==> config.mk <==
export PLATFORM = sky130hd
export DESIGN_NAME = uart_tx_ctrl_flat
export DESIGN_NICKNAME = d
export VERILOG_FILES = /design/src/rtl/uart_tx_ctrl_if.sv /design/src/rtl/uart_tx_ctrl.sv /design/src/flat_wrapper.sv
export SDC_FILE = /design/constraint.sdc
export NUM_CORES = 1
export LEC_CHECK = 0
export CORE_MARGIN = 3
export CORE_UTILIZATION = 40
export DETAILED_ROUTE_END_ITERATION = 6
export HOLD_SLACK_MARGIN = 0.15
export PLACE_DENSITY = 0.73
export SETUP_SLACK_MARGIN = 0.2
export SKIP_CTS_REPAIR_TIMING = 1
export SLEW_MARGIN = 20
export SYNTH_ARGS = -nofsm -noshare
export SYNTH_HDL_FRONTEND = slang
export SYNTH_SLANG_ARGS = --single-unit
==> constraint.sdc <==
create_clock -name CLK -period 1.3 [get_ports CLK]
set_input_delay 0.195 -clock CLK [delete_from_list [all_inputs] [get_ports CLK]]
set_output_delay 0.195 -clock CLK [all_outputs]
set_load 0.01 [all_outputs]
==> src/rtl/uart_tx_ctrl_if.sv <==
// ---------------------------------------------------------------------------
// uart_tx_ctrl_if
// Signal bundle between the UART TX frame sequencer, its word source, the
// serializer and the TX pin.
//
//   DATA_VALID  source -> ctrl  request to send P_DATA
//   P_DATA      source -> ctrl  payload word
//   PAR_EN      source -> ctrl  parity bit present in frame
//   PAR_TYP     source -> ctrl  0 = even, 1 = odd parity
//   SER_DATA    ser    -> ctrl  current serial data bit
//   SER_DONE    ser    -> ctrl  serializer is presenting its last bit
//   SER_EN      ctrl   -> ser   serializer shift enable
//   BUSY        ctrl   -> src   frame in progress, request not accepted
//   TX_OUT      ctrl   -> pin   UART line
//   FRAME_DONE  ctrl   -> src   one-cycle pulse after the stop bit
//   TO_ERR      ctrl   -> src   sticky data-phase timeout flag
//
// master: the side surrounding the sequencer (source + serializer + pin).
// slave : the sequencer itself.
// ---------------------------------------------------------------------------
interface uart_tx_ctrl_if #(
    parameter int DATA_WIDTH = 8
);
    logic                  DATA_VALID;
    logic [DATA_WIDTH-1:0] P_DATA;
    logic                  PAR_EN;
    logic                  PAR_TYP;
    logic                  SER_DATA;
    logic                  SER_DONE;
    logic                  SER_EN;
    logic                  BUSY;
    logic                  TX_OUT;
    logic                  FRAME_DONE;
    logic                  TO_ERR;

    modport master (
        output DATA_VALID, P_DATA, PAR_EN, PAR_TYP, SER_DATA, SER_DONE,
        input  SER_EN, BUSY, TX_OUT, FRAME_DONE, TO_ERR
    );

    modport slave (
        input  DATA_VALID, P_DATA, PAR_EN, PAR_TYP, SER_DATA, SER_DONE,
        output SER_EN, BUSY, TX_OUT, FRAME_DONE, TO_ERR
    );
endinterface

==> src/rtl/uart_tx_ctrl.sv <==
// ---------------------------------------------------------------------------
// uart_tx_ctrl
// Frame sequencer for the UART transmit path. Orders start, data, optional
// parity and stop bits, enables the serializer during the data phase and
// muxes the proper bit onto TX_OUT. One CLK per bit.
//
// Ports:
//   CLK  bit-rate clock
//   RST  asynchronous active-low reset
//   bus  uart_tx_ctrl_if.slave (request/payload in, serializer handshake,
//        line output and status flags)
//
// Parameters:
//   DATA_WIDTH  payload bits per frame
//   TO_MARGIN   extra DATA cycles tolerated before declaring a timeout
// ---------------------------------------------------------------------------
module uart_tx_ctrl #(
    parameter int DATA_WIDTH = 8,
    parameter int TO_MARGIN  = 2
) (
    input  logic         CLK,
    input  logic         RST,
    uart_tx_ctrl_if.slave bus
);

    localparam int LIMIT_INT = DATA_WIDTH + TO_MARGIN;
    localparam int CNT_W     = $clog2(LIMIT_INT + 1);
    localparam logic [CNT_W-1:0] CNT_LIMIT = CNT_W'(LIMIT_INT);
    localparam logic [CNT_W-1:0] CNT_ONE   = CNT_W'(1);

    typedef enum logic [2:0] {
        ST_IDLE,
        ST_START,
        ST_DATA,
        ST_PARITY,
        ST_STOP
    } state_t;

    state_t           state_reg, state_next;
    logic [CNT_W-1:0] cnt_reg, cnt_next;
    logic             par_en_reg, par_en_next;
    logic             par_bit_reg, par_bit_next;
    logic             to_err_reg, to_err_next;
    logic             frame_done_reg;

    logic             tx_out;
    logic             ser_en;
    logic             busy;
    logic             accept;
    logic [CNT_W-1:0] cnt_inc;

    assign cnt_inc = cnt_reg + CNT_ONE;

    // -----------------------------------------------------------------------
    // State and status registers
    // -----------------------------------------------------------------------
    always_ff @(posedge CLK or negedge RST) begin
        if (!RST) begin
            state_reg      <= ST_IDLE;
            cnt_reg        <= '0;
            par_en_reg     <= 1'b0;
            par_bit_reg    <= 1'b0;
            to_err_reg     <= 1'b0;
            frame_done_reg <= 1'b0;
        end else begin
            state_reg      <= state_next;
            cnt_reg        <= cnt_next;
            par_en_reg     <= par_en_next;
            par_bit_reg    <= par_bit_next;
            to_err_reg     <= to_err_next;
            // Pulse follows every STOP cycle, whatever comes next.
            frame_done_reg <= (state_reg == ST_STOP);
        end
    end

    // -----------------------------------------------------------------------
    // Next-state and output decode
    // -----------------------------------------------------------------------
    always_comb begin
        state_next   = state_reg;
        cnt_next     = cnt_reg;
        par_en_next  = par_en_reg;
        par_bit_next = par_bit_reg;
        to_err_next  = to_err_reg;
        accept       = 1'b0;
        tx_out       = 1'b1;
        ser_en       = 1'b0;
        busy         = 1'b0;

        case (state_reg)
            ST_IDLE: begin
                if (bus.DATA_VALID) begin
                    accept = 1'b1;
                end
            end

            ST_START: begin
                tx_out     = 1'b0;
                busy       = 1'b1;
                cnt_next   = '0;
                state_next = ST_DATA;
            end

            ST_DATA: begin
                // Serial bit passes straight through so the serializer
                // output lands on the line in the same cycle.
                tx_out   = bus.SER_DATA;
                ser_en   = 1'b1;
                busy     = 1'b1;
                cnt_next = cnt_inc;
                if (bus.SER_DONE) begin
                    // SER_DONE takes priority over a coincident timeout.
                    state_next = par_en_reg ? ST_PARITY : ST_STOP;
                end else if (cnt_inc == CNT_LIMIT) begin
                    to_err_next = 1'b1;
                    state_next  = ST_STOP;
                end
            end

            ST_PARITY: begin
                tx_out     = par_bit_reg;
                busy       = 1'b1;
                state_next = ST_STOP;
            end

            ST_STOP: begin
                // BUSY is low here so the source can hand over the next word
                // and the frames run back-to-back without an idle bit.
                if (bus.DATA_VALID) begin
                    accept = 1'b1;
                end else begin
                    state_next = ST_IDLE;
                end
            end

            default: begin
                state_next = ST_IDLE;
            end
        endcase

        if (accept) begin
            par_en_next  = bus.PAR_EN;
            par_bit_next = (^bus.P_DATA) ^ bus.PAR_TYP;
            to_err_next  = 1'b0;
            state_next   = ST_START;
        end
    end

    assign bus.TX_OUT     = tx_out;
    assign bus.SER_EN     = ser_en;
    assign bus.BUSY       = busy;
    assign bus.FRAME_DONE = frame_done_reg;
    assign bus.TO_ERR     = to_err_reg;

endmodule

==> src/flat_wrapper.sv <==
// flat-port wrapper written by rule: the top's interface ports become plain ports
module uart_tx_ctrl_flat 
#(
    parameter int DATA_WIDTH = 8,
    parameter int TO_MARGIN  = 2
)
  (CLK, RST, bus_DATA_VALID, bus_P_DATA, bus_PAR_EN, bus_PAR_TYP, bus_SER_DATA, bus_SER_DONE, bus_SER_EN, bus_BUSY, bus_TX_OUT, bus_FRAME_DONE, bus_TO_ERR);
  uart_tx_ctrl_if #(.DATA_WIDTH(DATA_WIDTH)) bus_i ();
  input  logic CLK;
  input  logic RST;
  input wire logic [$bits(bus_i.DATA_VALID)-1:0] bus_DATA_VALID;
  input wire logic [$bits(bus_i.P_DATA)-1:0] bus_P_DATA;
  input wire logic [$bits(bus_i.PAR_EN)-1:0] bus_PAR_EN;
  input wire logic [$bits(bus_i.PAR_TYP)-1:0] bus_PAR_TYP;
  input wire logic [$bits(bus_i.SER_DATA)-1:0] bus_SER_DATA;
  input wire logic [$bits(bus_i.SER_DONE)-1:0] bus_SER_DONE;
  output wire logic [$bits(bus_i.SER_EN)-1:0] bus_SER_EN;
  output wire logic [$bits(bus_i.BUSY)-1:0] bus_BUSY;
  output wire logic [$bits(bus_i.TX_OUT)-1:0] bus_TX_OUT;
  output wire logic [$bits(bus_i.FRAME_DONE)-1:0] bus_FRAME_DONE;
  output wire logic [$bits(bus_i.TO_ERR)-1:0] bus_TO_ERR;
  assign bus_i.DATA_VALID = bus_DATA_VALID;
  assign bus_i.P_DATA = bus_P_DATA;
  assign bus_i.PAR_EN = bus_PAR_EN;
  assign bus_i.PAR_TYP = bus_PAR_TYP;
  assign bus_i.SER_DATA = bus_SER_DATA;
  assign bus_i.SER_DONE = bus_SER_DONE;
  assign bus_SER_EN = bus_i.SER_EN;
  assign bus_BUSY = bus_i.BUSY;
  assign bus_TX_OUT = bus_i.TX_OUT;
  assign bus_FRAME_DONE = bus_i.FRAME_DONE;
  assign bus_TO_ERR = bus_i.TO_ERR;
  uart_tx_ctrl #(.DATA_WIDTH(DATA_WIDTH), .TO_MARGIN(TO_MARGIN)) u_core (.CLK(CLK), .RST(RST), .bus(bus_i));
endmodule
# ---- Word level (Yosys, flattened, before mapping)
# Index checks and enable logic that the tools add are counted.
dict set report totals {
  reg_bits 11
  inputBits 15
}
dict set report classes {
  bitwise_logic 1
  add_sub_neg 1
  eq_ne 9
  n_mux 16
  n_reduce_logical 9
}
# operator count
set op_table {}
lappend op_table {{3-bit 2-to-1 mux} 5}
lappend op_table {{3-bit one-hot mux with 5 select lines} 1}
lappend op_table {{1-bit 2-to-1 mux} 8}
lappend op_table {{4-bit one-hot mux with 2 select lines} 1}
lappend op_table {{8-bit XOR reduction} 1}
lappend op_table {{3-bit by 2-bit == test with 1-bit output (second input constant)} 2}
lappend op_table {{3-bit AND reduction} 2}
lappend op_table {{2-bit nonzero test} 3}
lappend op_table {{4-bit by 1-bit adder with 4-bit output (second input constant)} 1}
lappend op_table {{4-bit == test (second input constant)} 1}
lappend op_table {{2-bit by 1-bit inequality test with 1-bit output (second input constant)} 2}
lappend op_table {{4-bit by 2-bit inequality test with 1-bit output (second input constant)} 1}
lappend op_table {{3-bit by 1-bit == test with 1-bit output (second input constant)} 1}
lappend op_table {{3-bit == test (second input constant)} 1}
lappend op_table {{3-bit logical NOT} 1}
lappend op_table {{3-bit by 2-bit inequality test with 1-bit output (second input constant)} 1}
lappend op_table {{1-bit one-hot mux with 3 select lines} 1}
lappend op_table {{3-bit OR reduction} 1}
lappend op_table {{2-bit OR reduction} 1}
lappend op_table {{1-bit XOR} 1}

# ---- Logic depth before layout (Yosys ltp)
dict set report logic_depth {
  depth_word 6
  ltp_mapped 5
}

# ---- Worst setup path after synthesis
# Ideal clock, no wire load.
dict set report synth_path {
  path_kind {register to register}
  startpoint {reg u_core.cnt_reg[0]}
  endpoint {reg u_core.state_reg[1]}
  setup_slack_ps -48
  stages_incl_launch_ff 5
  period_less_slack_ps 1348
  n_path_buf 0
  setup_time_ps 120
  required_ps 1180
  arrival_time_ps 1228
  path_cell_list {dfrtp_1 ha_1 nor3b_1 o21ai_1 a31o_2}
}
dict set report synth_between {
  elab_chain_cells 4
}
# element line_no
set synth_rtl {}
lappend synth_rtl {{start: declaration} uart_tx_ctrl.sv:40} ;# logic [CNT_W-1:0] cnt_reg, cnt_next;
lappend synth_rtl {{start signal: assignment} uart_tx_ctrl.sv:67} ;# cnt_reg <= cnt_next;
lappend synth_rtl {{4-bit by 1-bit adder with 4-bit output} uart_tx_ctrl.sv:52} ;# assign cnt_inc = cnt_reg + CNT_ONE;
lappend synth_rtl {{4-bit == test} uart_tx_ctrl.sv:114} ;# end else if (cnt_inc == CNT_LIMIT) begin
lappend synth_rtl {{4-bit by 2-bit inequality test with 1-bit output (no source line)} --}
lappend synth_rtl {{3-bit AND reduction (no source line)} --}
lappend synth_rtl {{end signal: assignment} uart_tx_ctrl.sv:66} ;# state_reg <= state_next;
lappend synth_rtl {{end: declaration} uart_tx_ctrl.sv:39} ;# state_t state_reg, state_next;
# No other way between the ends.
# A chain may end at the register's enable or synchronous reset.

# ---- Worst setup path in the final report
dict set report layout_path {
  startpoint {reg u_core.state_reg[0]}
  endpoint {out bus_TX_OUT}
}
dict set report layout_between {
  elab_chain_cells 2
  elab_cells_between_ends 4
  classes_between {eq/ne: 3; mux: 1}
}
# element line_no
set layout_rtl {}
lappend layout_rtl {{3-bit by 2-bit == test with 1-bit output or 3-bit by 1-bit == test with 1-bit output (tied branches)} uart_tx_ctrl.sv:90} ;# case (state_reg)
lappend layout_rtl {{1-bit one-hot mux with 3 select lines *} uart_tx_ctrl.sv:90}
lappend layout_rtl {{end: declaration} flat_wrapper.sv:19} ;# output wire logic [$bits(bus_i.TX_OUT)-1:0] bus_TX_OUT;
# Mark *: on every way between the ends. The rest lies on a longest branch, timed or not.

==> metrics.yaml <==
clock_tree:
  clock_path_buffers: 2
  clkLatencyLatePin_ns: 0.27
  clkTransAtPathRegs_ns: 0.07
  numClockSinks: 11
  h-tree-depth: 1
  tritoncts.num_buffers: 3
  clock-root-buffer: "sky130_fd_sc_hd__clkbuf_4"
  tritoncts: "done"
layout:
  fin_area_mm2: 0.00113
  multi_input_area_um2: 473
  largest_register_ffs: 4
  layout-area-overhead-vs-synth_pct: 71.7
  most-common-layout-cells: "14 x sky130_fd_sc_hd__buf_4, 8 x sky130_fd_sc_hd__clkdlybuf4s50_1, 8 x sky130_fd_sc_hd__dlymetal6s2s_1, 8 x sky130_fd_sc_hd__dfrtp_1"
  final_util: 0.743
  n_fill_cell: 96
  ff_latch_area_um2: 279
  drive_gt1_frac: 0.427
  num-nets-final: 128
  layout.cells.most_common: "sky130_fd_sc_hd__buf_4"
  antenna-diode-count: 0
  layout.cells.non_filler: 126
timing:
  fin_ws_ns: -0.0506
  worst_slew_margin_rel: 0.831
  skew_ns: 0.00367
  finalSetupTns_ns: -0.0592
  timing_hold_violations_final: 0
  period_needed_ns: 1.35
  post-route-period-util: 1.04
  timing.final.setup_violations: 3
  max_freq_ghz: 0.740
  setup_repair_after_global_routing_missed_its_margin: "yes"
  timing_worst_slew_pin_value_ns: 0.254
  report.final.slew_viol_count: 0
worst_setup_path:
  timing.critical_path.fanout_max: 3
  critical_path.slowest_cell: "sky130_fd_sc_hd__dfrtp_1"
  endpoint_required_time_on_the_critical_path_ns: 1.11
  worst_ep_arrival_time_ns: 1.16
  start_point_of_the_critical_path: "u_core.state_reg[0]"
  critical_path.cell_chain: "nand2b_4 > o21ai_2 > nand2b_1 > clkbuf_2"
  timing_worst_setup_path_type: "reg -> out"
  worst_r2r_startpoint: "u_core.cnt_reg[0]"
  startpoint_type_of_the_worst_setup_path: "flip-flop"
  worst_path_largest_cell_delay_ns: 0.41
  crit_end_element: "primary output"
  critical_path.n_buffers_inverters: 1
  crit_family: "flip-flops"
status:
  failing_checks: "setup timing"
  run_status: "finished with violations"
global_routing:
  grt_antenna_before_repair: 0
  grt_busiest_layer: "met2"
  use_met1: 0.200
  globalRouteTotalUtil: 0.144
  globalRouteOverflowTotal: 0
  grt.met2_usage: 0.212
  grt_pass1_wl_mm: 2.23
  first_global_vias: 540
  grt_use_met3: 0.0508
  grt_start_max_net_pins: 12
detailed_routing:
  remaining_drcs: 0
  ant_nets: 0
  routed_wire_length_per_instance_um: 14.6
  drt_pre_antenna_iters: 4
  postRouteWirelength_mm: 1.84
  vias: 682
  route.detailed.vias_per_inst: 5.41
  drt-initial-drc-count: 19
synthesis:
  seq_area_frac_synth: 0.417
  yosys_register_bits: 11
  post_synth_main_area_contributors: "sky130_fd_sc_hd__dfrtp_1 42%, sky130_fd_sc_hd__o21ai_0 5.3%, sky130_fd_sc_hd__xnor2_1 5.3%"
  synth.lib_cells_used.distinct: 27
  yosys_warnings: 0
  postSynthCellCount: 73
  post_synth_instance_area_um2: 659
  library_cell_with_the_largest_summed_area_after_synthesis: "sky130_fd_sc_hd__dfrtp_1"
  post-synth-top-area-fraction: 0.417
  synthesis.nets: 90
  avgSynthCellArea_um2: 9.03
job:
  max_cap_viol: 0
floorplanning:
  fp.dieH_um: 46.6
  floorplan.initialDensity: 0.433
  floorplan.core_area_mm2: 0.00152
  die_width_um: 46.6
  rows: 14
  io_pins: 20
  fp.dieArea_mm2: 0.00217
placed_design:
  io_port_bufs: 19
  dpl.cell_count: 119
  post_dp_cell_area_um2: 980
  hpwlAfterDp_mm: 1.18
  globalplace.congestion: 0.788
worst_hold_path:
  timing.hold.worst.class: "in -> async"
power_and_ir_drop:
  largest_voltage_drop_on_the_vdd_net_mv: 1.05
  power_density_normalized_to_cell_area_mw_per_mm2: 1800
  totalPowerFinal_mw: 2.04
  power.static_leakage_nw: 0.572
-- metrics by stage --
stage	setup slack [ns]	hold slack, ns
finish	-0.0506	0.218
global route	-0.132	0.219
CTS	-0.476	0.215
detailed placement	-0.312	0.488
global placement	-0.260	0.461
floorplan	0.0568	-0.101
-- per-layer routing --
metal / vias up / share of wire
li1: 329 / -
met1: 325 / 0.43
met2: 24 / 0.50
met3: 4 / 0.053
met4: 0 / 0.020
met5: - / 0
-- layout make-up --
type	count	share of cell area
Multi-Input combinational cell	57	0.418
Timing Repair Buffer	35	0.285
Sequential cell	11	0.246
Clock buffer	4	0.0232
Tap cell	16	0.0177
Inverter	3	0.00994
-- power breakdown --
group          switching [mW]  leakage (nW)  internal, mW
registers               0.158         0.140         0.459
clock network           0.118        0.0150         0.119
logic                   0.539         0.417         0.644
-- logic make-up after synthesis --
group / share of synthesized area
adder cells (fa/ha/maj): 0.0379
XOR/XNOR: 0.114
buffers and inverters: 0.0303
AO/OA/AOI/OAI: 0.184
flip-flops: 0.417
AND/OR/NAND/NOR: 0.199
multiplexers: 0.0171
-- Yosys cell counts --
| master | number |
|---|---|
| sky130_fd_sc_hd__dfrtp_1 | 11 |
| sky130_fd_sc_hd__nand2_1 | 8 |
| sky130_fd_sc_hd__o21ai_0 | 7 |
| sky130_fd_sc_hd__a21oi_1 | 6 |
| sky130_fd_sc_hd__nand2b_1 | 4 |
| sky130_fd_sc_hd__nor3_1 | 4 |
| sky130_fd_sc_hd__xnor2_1 | 4 |
| sky130_fd_sc_hd__inv_1 | 3 |
| sky130_fd_sc_hd__nor2_1 | 3 |
| sky130_fd_sc_hd__ha_1 | 2 |
| sky130_fd_sc_hd__nand3_1 | 2 |
| sky130_fd_sc_hd__nor3b_1 | 2 |
| sky130_fd_sc_hd__o21ai_1 | 2 |
| sky130_fd_sc_hd__xor2_1 | 2 |
| sky130_fd_sc_hd__a21bo_2 | 1 |
| sky130_fd_sc_hd__a31o_2 | 1 |
| sky130_fd_sc_hd__a31oi_1 | 1 |
| sky130_fd_sc_hd__and2_1 | 1 |
| sky130_fd_sc_hd__buf_2 | 1 |
| sky130_fd_sc_hd__clkbuf_1 | 1 |
| sky130_fd_sc_hd__mux2_2 | 1 |
| sky130_fd_sc_hd__nand3b_1 | 1 |
| sky130_fd_sc_hd__nor2b_1 | 1 |
| sky130_fd_sc_hd__o211ai_1 | 1 |
| sky130_fd_sc_hd__o21a_1 | 1 |
| sky130_fd_sc_hd__o22ai_1 | 1 |
| sky130_fd_sc_hd__xnor3_1 | 1 |
-- path summary, 6_finish.rpt --
| kind | cells past startpoint | end | slack [ns] |
|---|---|---|---|
| max in group asynchronous | 2 | u_core.state_reg[1] | 0.91 |
| worst max register to register | 4 | u_core.state_reg[1] | -0.01 |
| min in group CLK | 2 | u_core.bus.TO_ERR | 0.50 |
| worst min-delay path | 2 | u_core.cnt_reg[3] | 0.22 |
| worst max-delay path | 4 | bus_TX_OUT | -0.05 |
| worst min register to register | 2 | u_core.bus.TO_ERR | 0.50 |
Power figures use the tool's default switching activity.
